<file path="src/rtl/sad_wb_accumulator_if.sv">
// Pixel-pair beat stream into the SAD accumulator.
// Handshake: a beat transfers on a rising edge where in_valid && in_ready; cur/ref must be stable while in_valid is high.
interface sad_wb_accumulator_if #(
  parameter int PIX_W = 8,
  parameter int LANES = 4
) ();
  logic                   in_valid;
  logic                   in_ready;
  logic [LANES*PIX_W-1:0] in_cur;
  logic [LANES*PIX_W-1:0] in_ref;

  modport master (output in_valid, output in_cur, output in_ref, input in_ready);
  modport slave  (input in_valid, input in_cur, input in_ref, output in_ready);
endinterface

</file>
<file path="src/rtl/sad_wb_accumulator.sv">
// SAD window accumulator feeding the register-file write-back slot.
// Optional minimum-SAD tracking is built when SAD_MIN_TRACK_EN is defined.
module sad_wb_accumulator #(
  parameter int PIX_W        = 8,
  parameter int LANES        = 4,
  parameter int BLOCK_PIXELS = 16,
  parameter int ACC_W        = 32
) (
  input  logic                  Clk,
  input  logic                  Reset,
  input  logic                  start,
  sad_wb_accumulator_if.slave   pix,
  input  logic                  wb_stall,
  output logic                  busy,
  output logic [31:0]           SAD_WB_value,
  output logic                  frame_shift,
  output logic [31:0]           min_sad,
  output logic [15:0]           min_idx,
  output logic [1:0]            state_dbg
);

  localparam int BEATS = (LANES > 0) ? BLOCK_PIXELS / LANES : 1;
  localparam int CNT_W = $clog2(BEATS + 1);
  localparam int SUM_W = PIX_W + $clog2(LANES);
  localparam logic [63:0] MAX_SAD = ((64'd1 << PIX_W) - 64'd1) * 64'(BLOCK_PIXELS);

  if (LANES <= 0 || BLOCK_PIXELS <= 0 || (BLOCK_PIXELS % LANES) != 0) begin : g_bad_block
    $error("BLOCK_PIXELS must be a positive multiple of LANES");
  end
  if (ACC_W < 1 || ACC_W > 32 || (MAX_SAD >> ACC_W) != 64'd0) begin : g_bad_acc
    $error("ACC_W cannot hold the largest window SAD or exceeds the 32-bit result");
  end

  typedef enum logic [1:0] {IDLE, ACCUM, DRAIN, DONE} state_t;

  state_t             state;
  logic               ready_q;
  logic [CNT_W-1:0]   beat_cnt;
  logic               s1_valid;
  logic [PIX_W-1:0]   s1_diff [LANES];
  logic [ACC_W-1:0]   acc;
  logic [ACC_W-1:0]   result;
  logic [SUM_W-1:0]   lane_sum;

  function automatic logic [PIX_W-1:0] abs_diff(input logic [PIX_W-1:0] a, input logic [PIX_W-1:0] b);
    return (a >= b) ? (a - b) : (b - a);
  endfunction

  always_comb begin
    lane_sum = '0;
    for (int i = 0; i < LANES; i++) lane_sum = lane_sum + SUM_W'(s1_diff[i]);
  end

  assign pix.in_ready  = ready_q;
  assign busy          = (state != IDLE);
  assign frame_shift   = (state == DONE) && !wb_stall;
  assign SAD_WB_value  = 32'(result);
  assign state_dbg     = state;

  // ready_q doubles as "beats accepted < BEATS"; its fall marks the extra
  // cycle that lets stage 2 absorb the last beat before DRAIN.
  always_ff @(posedge Clk or posedge Reset) begin
    if (Reset) begin
      state    <= IDLE;
      ready_q  <= 1'b0;
      beat_cnt <= '0;
      s1_valid <= 1'b0;
      acc      <= '0;
      result   <= '0;
      for (int i = 0; i < LANES; i++) s1_diff[i] <= '0;
    end else begin
      s1_valid <= 1'b0;
      if (s1_valid) acc <= acc + ACC_W'(lane_sum);
      case (state)
        IDLE: begin
          if (start) begin
            state    <= ACCUM;
            ready_q  <= 1'b1;
            beat_cnt <= '0;
            acc      <= '0;
          end
        end
        ACCUM: begin
          if (pix.in_valid && ready_q) begin
            for (int i = 0; i < LANES; i++)
              s1_diff[i] <= abs_diff(pix.in_cur[i*PIX_W +: PIX_W], pix.in_ref[i*PIX_W +: PIX_W]);
            s1_valid <= 1'b1;
            beat_cnt <= beat_cnt + 1'b1;
            if (beat_cnt == CNT_W'(BEATS - 1)) ready_q <= 1'b0;
          end else if (!ready_q) begin
            state <= DRAIN;
          end
        end
        DRAIN: begin
          state  <= DONE;
          result <= acc;
        end
        DONE: begin
          if (!wb_stall) state <= IDLE;
        end
        default: state <= IDLE;
      endcase
    end
  end

`ifdef SAD_MIN_TRACK_EN
  logic [31:0] min_q;
  logic [15:0] idx_q;
  logic [15:0] win_cnt;
  logic        have_min;

  // have_min makes the first window load even if its SAD equals the reset value.
  always_ff @(posedge Clk or posedge Reset) begin
    if (Reset) begin
      min_q    <= 32'hFFFF_FFFF;
      idx_q    <= '0;
      win_cnt  <= '0;
      have_min <= 1'b0;
    end else if (frame_shift) begin
      win_cnt <= win_cnt + 16'd1;
      if (!have_min || SAD_WB_value < min_q) begin
        min_q    <= SAD_WB_value;
        idx_q    <= win_cnt;
        have_min <= 1'b1;
      end
    end
  end

  assign min_sad = min_q;
  assign min_idx = idx_q;
`else
  assign min_sad = '0;
  assign min_idx = '0;
`endif

endmodule

</file>
<file path="src/flat_wrapper.sv">
// flat-port wrapper written by rule: the top's interface ports become plain ports
module sad_wb_accumulator_flat 
#(
  parameter int PIX_W        = 8,
  parameter int LANES        = 4,
  parameter int BLOCK_PIXELS = 16,
  parameter int ACC_W        = 32
)
  (Clk, Reset, start, wb_stall, busy, SAD_WB_value, frame_shift, min_sad, min_idx, state_dbg, pix_in_valid, pix_in_cur, pix_in_ref, pix_in_ready);
  sad_wb_accumulator_if #(.PIX_W(PIX_W), .LANES(LANES)) pix_i ();
  input  logic Clk;
  input  logic Reset;
  input  logic start;
  input  logic wb_stall;
  output logic busy;
  output logic [31:0] SAD_WB_value;
  output logic frame_shift;
  output logic [31:0] min_sad;
  output logic [15:0] min_idx;
  output logic [1:0] state_dbg;
  input wire logic [$bits(pix_i.in_valid)-1:0] pix_in_valid;
  input wire logic [$bits(pix_i.in_cur)-1:0] pix_in_cur;
  input wire logic [$bits(pix_i.in_ref)-1:0] pix_in_ref;
  output wire logic [$bits(pix_i.in_ready)-1:0] pix_in_ready;
  assign pix_i.in_valid = pix_in_valid;
  assign pix_i.in_cur = pix_in_cur;
  assign pix_i.in_ref = pix_in_ref;
  assign pix_in_ready = pix_i.in_ready;
  sad_wb_accumulator #(.PIX_W(PIX_W), .LANES(LANES), .BLOCK_PIXELS(BLOCK_PIXELS), .ACC_W(ACC_W)) u_core (.Clk(Clk), .Reset(Reset), .start(start), .pix(pix_i), .wb_stall(wb_stall), .busy(busy), .SAD_WB_value(SAD_WB_value), .frame_shift(frame_shift), .min_sad(min_sad), .min_idx(min_idx), .state_dbg(state_dbg));
endmodule
</file>
<file path="config.mk">
export PLATFORM = sky130hd
export DESIGN_NAME = sad_wb_accumulator_flat
export DESIGN_NICKNAME = d
export VERILOG_FILES = /design/src/rtl/sad_wb_accumulator_if.sv /design/src/rtl/sad_wb_accumulator.sv /design/src/flat_wrapper.sv
export SDC_FILE = /design/constraint.sdc
export NUM_CORES = 1
export LEC_CHECK = 0
export BUFFER_PORTS_ARGS = -buffer_cell sky130_fd_sc_hd__buf_2
export CAP_MARGIN = 10
export CORE_ASPECT_RATIO = 1.4
export CORE_MARGIN = 1.5
export CORE_UTILIZATION = 52
export DETAILED_ROUTE_END_ITERATION = 7
export PLACE_DENSITY = 0.76
export SETUP_SLACK_MARGIN = 0.2
export SLEW_MARGIN = 5
export SYNTH_ARGS = -nofsm -noshare
export SYNTH_HDL_FRONTEND = slang
export SYNTH_SLANG_ARGS = --single-unit
</file>
<file path="constraint.sdc">
create_clock -name Clk -period 4.8 [get_ports Clk]
set_input_delay 0.48 -clock Clk [delete_from_list [all_inputs] [get_ports Clk]]
set_output_delay 0.48 -clock Clk [all_outputs]
set_load 0.03 [all_outputs]
</file>
After elaboration in Yosys (flattened, before gate mapping)

Cells that the tools add are included.

ROM bits: 0
Bits of input ports: 69
Memories: 0
Bits in latches: 0
Flip-flop bits (word level): 103
Memory bits (writable): 0
Output and inout port bits: 85
Word-level logic and storage cells: 68

$add $sub $neg: 13
Equal/unequal tests: 10
Magnitude comparators: 4
Muxes and demuxes: 21
Shift operators: 0
Multiply operators: 0
Divide/modulo/power cells: 0
Reductions and logical operators: 10
Bitwise operators: 0

Operators with widths:

| kind                                                  | count |
|---|---|
| 2-to-1 mux 32 bit                                     | 3 |
| subtractor 8 bit                                      | 8 |
| adder 32 x 10 -> 32 bit                               | 1 |
| greater-or-equal comparator 8 bit                     | 4 |
| 2-to-1 mux 8 bit                                      | 4 |
| adder 10 x 8 -> 10 bit                                | 2 |
| adder 8 x 8 -> 9 bit                                  | 1 |
| 2-to-1 mux 2 bit                                      | 4 |
| inequality test 2 bit, second input constant          | 4 |
| one-hot mux 2 bit (4 select lines)                    | 1 |
| AND reduction 4 bit                                   | 2 |
| 2-to-1 mux 3 bit                                      | 2 |
| one-hot mux 3 bit (2 select lines)                    | 1 |
| 2-to-1 mux 1 bit                                      | 5 |
| == test 2 bit, second input constant                  | 2 |
| inequality test 2 x 1 -> 1 bit, second input constant | 2 |
| nonzero test 2 bit                                    | 2 |
| adder 3 x 1 -> 3 bit, second input constant           | 1 |
| == test 3 x 2 -> 1 bit, second input constant         | 1 |
| AND reduction 3 bit                                   | 1 |
| == test 2 x 1 -> 1 bit, second input constant         | 1 |
| logical AND 1 bit                                     | 2 |
| logical NOT 2 bit                                     | 1 |
| one-hot mux 1 bit (2 select lines)                    | 1 |
| 2 further kinds                                       | 2 |

Depth between registers and ports, before layout

Word-level depth: 7
Gate-level depth with buffers: 25
Mapped depth without buffers: 23

Least setup slack after synthesis

OpenSTA, ideal clock, no wires.

Path kind: register -> register
From: register u_core.s1_diff[16] (netlist bit)
To: register u_core.acc[25]
Buffers on the path: 2
Required time: 4.668 ns
Library setup time: 0.132 ns
Clock period less this slack: 4.552 ns
Cell stages (with the launch flop): 26
Data arrival time: 4.421 ns
Setup slack: 0.248 ns
Path through: dfrtp_1 -> ha_1 -> inv_1 -> fa_1 -> inv_1 -> a21oi_1 -> o21ai_0 -> xnor2_1 -> fa_1 -> inv_1 -> ha_1 -> o21ai_0 -> a21boi_1 -> o21ai_0 -> nand2b_1 -> xor2_1 -> ha_1 -> a21o_1 -> a21o_1 -> a21o_1 -> buf_2 -> a221o_1 -> buf_6 -> nand4_1 -> xor2_1 -> nor2_1

Longest elaborated chain between the ends: 7

RTL lines:

| item                                  | line                     | source |
|---|---|---|
| from (decl)                           | sad_wb_accumulator.sv:40 | `logic [PIX_W-1:0] s1_diff [LANES];` |
| from (signal, indexed assignment)     | sad_wb_accumulator.sv:86 | `s1_diff[i] <= abs_diff(pix.in_cur[i*PIX_W +: PIX_W], pix.in_ref[i*PIX_W +: PIX_W]);` |
| adder 8 x 8 -> 9 bit *                | sad_wb_accumulator.sv:51 | `for (int i = 0; i < LANES; i++) lane_sum = lane_sum + SUM_W'(s1_diff[i]);` |
| adder 10 x 8 -> 10 bit * (2 in a row) | sad_wb_accumulator.sv:51 |  |
| adder 32 x 10 -> 32 bit *             | sad_wb_accumulator.sv:73 | `if (s1_valid) acc <= acc + ACC_W'(lane_sum);` |
| 2-to-1 mux 32 bit *                   | sad_wb_accumulator.sv:73 |  |
| 2-to-1 mux 32 bit                     | sad_wb_accumulator.sv:76 | `if (start) begin` |
| 2-to-1 mux 32 bit *                   | sad_wb_accumulator.sv:74 | `case (state)` |
| to (signal assigned)                  | sad_wb_accumulator.sv:73 |  |
| to (decl)                             | sad_wb_accumulator.sv:41 | `logic [ACC_W-1:0] acc;` |

Every way passes the cells marked *; elsewhere a longest branch is shown, timed or not.
A chain may end at the register's enable or synchronous reset.

Final worst setup path

From: register u_core.s1_diff[24] (netlist bit)
To: register u_core.acc[29]

Same word-level chain as after synthesis.

==> results by group <==
Global route
  • Largest net degree at the start of global routing: 59
  • Remaining global-route overflow: 0
  • Vias in the first global route: 6586
  • Initial antenna violation count: 0
  • Total track usage: 20.34%
  • First-pass GRT wire length: 29940 um

Drt
  • WL met3: 457 um
  • DRC violations left: 0
  • TritonRoute pass-1 iters: 4
  • WL/cell: 14.03 um
  • Final WL: 17950 um
  • 1st-iter DRT viols: 333
  • Met1 wire length: 7322 um
  • DRT antenna net count: 0
  • Vias: 6905
  • Top routing layer used: met4
  • Vias per cell: 5.399
  • DR WL met2: 9863 um

Yosys
  • Area leader, netlist: dfrtp_1
  • Synth warnings: 0
  • Flops & latches, synth: 103
  • Asr flop ratio synth: 100.0%
  • Most numerous cell in the Yosys netlist: inv_1
  • Top-area cell type share of the netlist area: 29.10%
  • Most common library cells after synthesis: inv_1 (120), dfrtp_1 (103), ha_1 (92)
  • Register area share after synthesis: 29.10%
  • Post-synthesis area per instance: 9.177 um2
  • Area of the mapped netlist: 0.008856 mm2
  • Cells after Synth: 965
  • Post-synth cell types: 66
  • Number of synthesized flops with an enable pin: 0
  • Largest cells by area after synthesis: dfrtp_1 (29%), ha_1 (13%), inv_1 (5.1%)
  • Synth Flop Type: dfrtp_1

Floorplanning
  • Core Region: 0.01675 mm2
  • Die width: 113.3 um
  • Die Y: 157.4 um
  • Starting Density: 52.88%
  • I/O pin count: 154
  • Site Rows: 56
  • Die area: 0.01783 mm2

CTS
  • CTS Sinks: 103
  • Clock Pin Slew Worst Setup and Hold Paths: 0.07 ns
  • CTS Buf Count: 9
  • H-tree levels: 3
  • CTS Hold Bufs: 0
  • Clk_lat worst skew: 0.34 ns
  • Clock buffer depth: 2
  • CTS tree: yes
  • Clock tree root driver cell: clkbuf_16

Timing
  • Slew margin rel.: 50.51%
  • Period utilisation layout: 97.37%
  • RSZ-0062 raised after global routing: yes
  • Clock skew: 0.007792 ns
  • Max Slew Vio Count: 0
  • WHS: 0.2558 ns
  • Worst-margin pin slew: 0.7423 ns
  • Setup violations, final: 0
  • Final hold viol count: 0
  • Max Clock Freq: 0.2140 GHz
  • Clock period minus worst slack: 4.674 ns

Worst setup path
  • Worst EP arrival: 4.90 ns
  • CP startpoint kind: flip-flop
  • CP required: 5.02 ns
  • Setup crit end kind: flip-flop
  • CP max FO: 6
  • Critical path class: reg -> reg

Finish
  • Seq. cell area: 0.002577 mm2
  • Area of the multi-input gates: 0.005617 mm2
  • Diode count: 0
  • Nets@finish: 1251
  • FILL cells: 1472
  • Area Growth Syn to Fin: 12.07%
  • Layout cells sized above 1: 21.93%
  • Fin util: 59.26%

Flow run
  • Max_cap viols: 0

Worst hold path
  • Worst Hold Class: in -> async

Placed design
  • GPL Wtd Cong: 0.8879
  • Port bufs: 105
  • Placed wire-length estimate: 13700 um

Pwr
  • Final total power: 8.154 mW
  • VDD IR max: 961.6 uV
  • Pwr dens: 821.6 mW/mm2
  • Leakage: 5.292 nW

Outcome
  • Status: completed
## cell type report
cell class | instances | share of cell area [%]
clock buffer | 9 | 2.269
inverter | 120 | 4.564
sequential | 103 | 25.97
multi-input combinational | 710 | 56.59
clock inverter | 7 | 1.046
tap | 203 | 2.559
timing repair buffer | 127 | 6.997
## per-layer routing
| metal | up-vias | GRT usage [%] |
|---|---|---|
| li1 | 3400 | - |
| met1 | 3353 | 23.04 |
| met2 | 125 | 39.22 |
| met3 | 27 | 2.503 |
| met4 | 0 | 6.548 |
| met5 | - | 0 |
## path summary, 6_finish.rpt
check                                               start                               to  slack (ns)  depth (start not counted)
setup / recovery           u_core.s1_diff[24]$_DFFE_PP0P_         u_core.acc[29]$_DFF_PP0_        0.13                         22
hold / removal                                      Reset  u_core.pix.in_ready$_DFFE_PP0P_        0.26                          2
setup reg to reg           u_core.s1_diff[24]$_DFFE_PP0P_         u_core.acc[29]$_DFF_PP0_        0.13                         22
hold reg to reg             u_core.s1_diff[0]$_DFFE_PP0P_    u_core.s1_diff[0]$_DFFE_PP0P_        0.49                          2
max in group asynchronous                           Reset    u_core.s1_diff[2]$_DFFE_PP0P_        3.49                          3
min in group Clk                                    start   u_core.beat_cnt[2]$_DFFE_PP0P_        0.43                          3
## repair_timing
| action | CTS | global route |
|---|---|---|
| cloned | 1 | 0 |
| setup buffers | 6 | 9 |
| endpoints found under the setup margin | 22 | 23 |
| pin swaps | 11 | 50 |
| resized for setup | 17 | 19 |
## critical path, stage by stage (launching register included)
cell and delay [ns]:
dfrtp_1 0.38, ha_2 0.20, inv_2 0.04, fa_2 0.52
fa_1 0.41, inv_1 0.07, ha_2 0.19, inv_2 0.05
fa_2 0.39, nor2b_2 0.13, o21ai_2 0.08, a21boi_2 0.16
o21ai_1 0.09, nand2b_1 0.12, xor2_1 0.19, ha_1 0.29
a21o_1 0.17, a21o_1 0.17, a21o_1 0.18, a221o_2 0.39
nand4b_1 0.15, xor2_1 0.15, nor2_1 0.05
## registers in the layout, indices dropped and copies added, names as in the netlist
register and flops:
u_core.SAD_WB_value 32, u_core.beat_cnt 3, u_core.s1_diff 32, u_core.s1_valid 1
u_core.acc 32, u_core.pix.in_ready 1, u_core.state_dbg 2
## cells by family after synthesis
family	synth area share, %
AOI/OAI and AO/OA	17.34
xor gates and xnor gates	5.242
adders and majority gates	17.29
buffers and inverters	11.15
DFF	29.10
muxes	7.643
other	0.04234
and+or+nand+nor	12.19
## where the power goes
group          total [mW]  switching [mW]  internal [mW]
Combinational        6.05            3.26           2.79
Sequential           1.30           0.184           1.11
Clock               0.805           0.340          0.465
Total                8.15            3.79           4.37
## metrics by stage
step	setup TNS [ns]	setup WS, ns	instances	instance area, um2
after floorplan	0	0.2476	1012	9032
after global routing	-2.224	-0.1857	1279	9925
after detailed placement	-0.2490	-0.03840	1247	9335
after CTS	0	0.1731	1270	9787
after global placement	0	0.07227	1247	9335
final	0	0.1263	1279	9925
## placed cells by master, fill, tap and decap left out, types with 7 or more instances in the layout
cell,count
a21o_1,26
nor2_1,55
buf_2,105
dfrtp_1,103
fa_1,17
o211ai_1,8
buf_4,21
nand3_1,8
nand4_1,7
a21oi_1,30
xnor2_1,21
o21ai_0,39
o21ai_1,28
nor2b_1,20
xor2_1,31
conb_1,48
ha_1,85
and3_1,12
a21oi_2,9
clkbuf_16,9
mux2i_1,26
inv_1,115
mux2_2,36
o21a_1,12
nand2_1,54
a31oi_1,13
nand2b_1,17
Note: power is estimated with default switching activity, not from simulation.
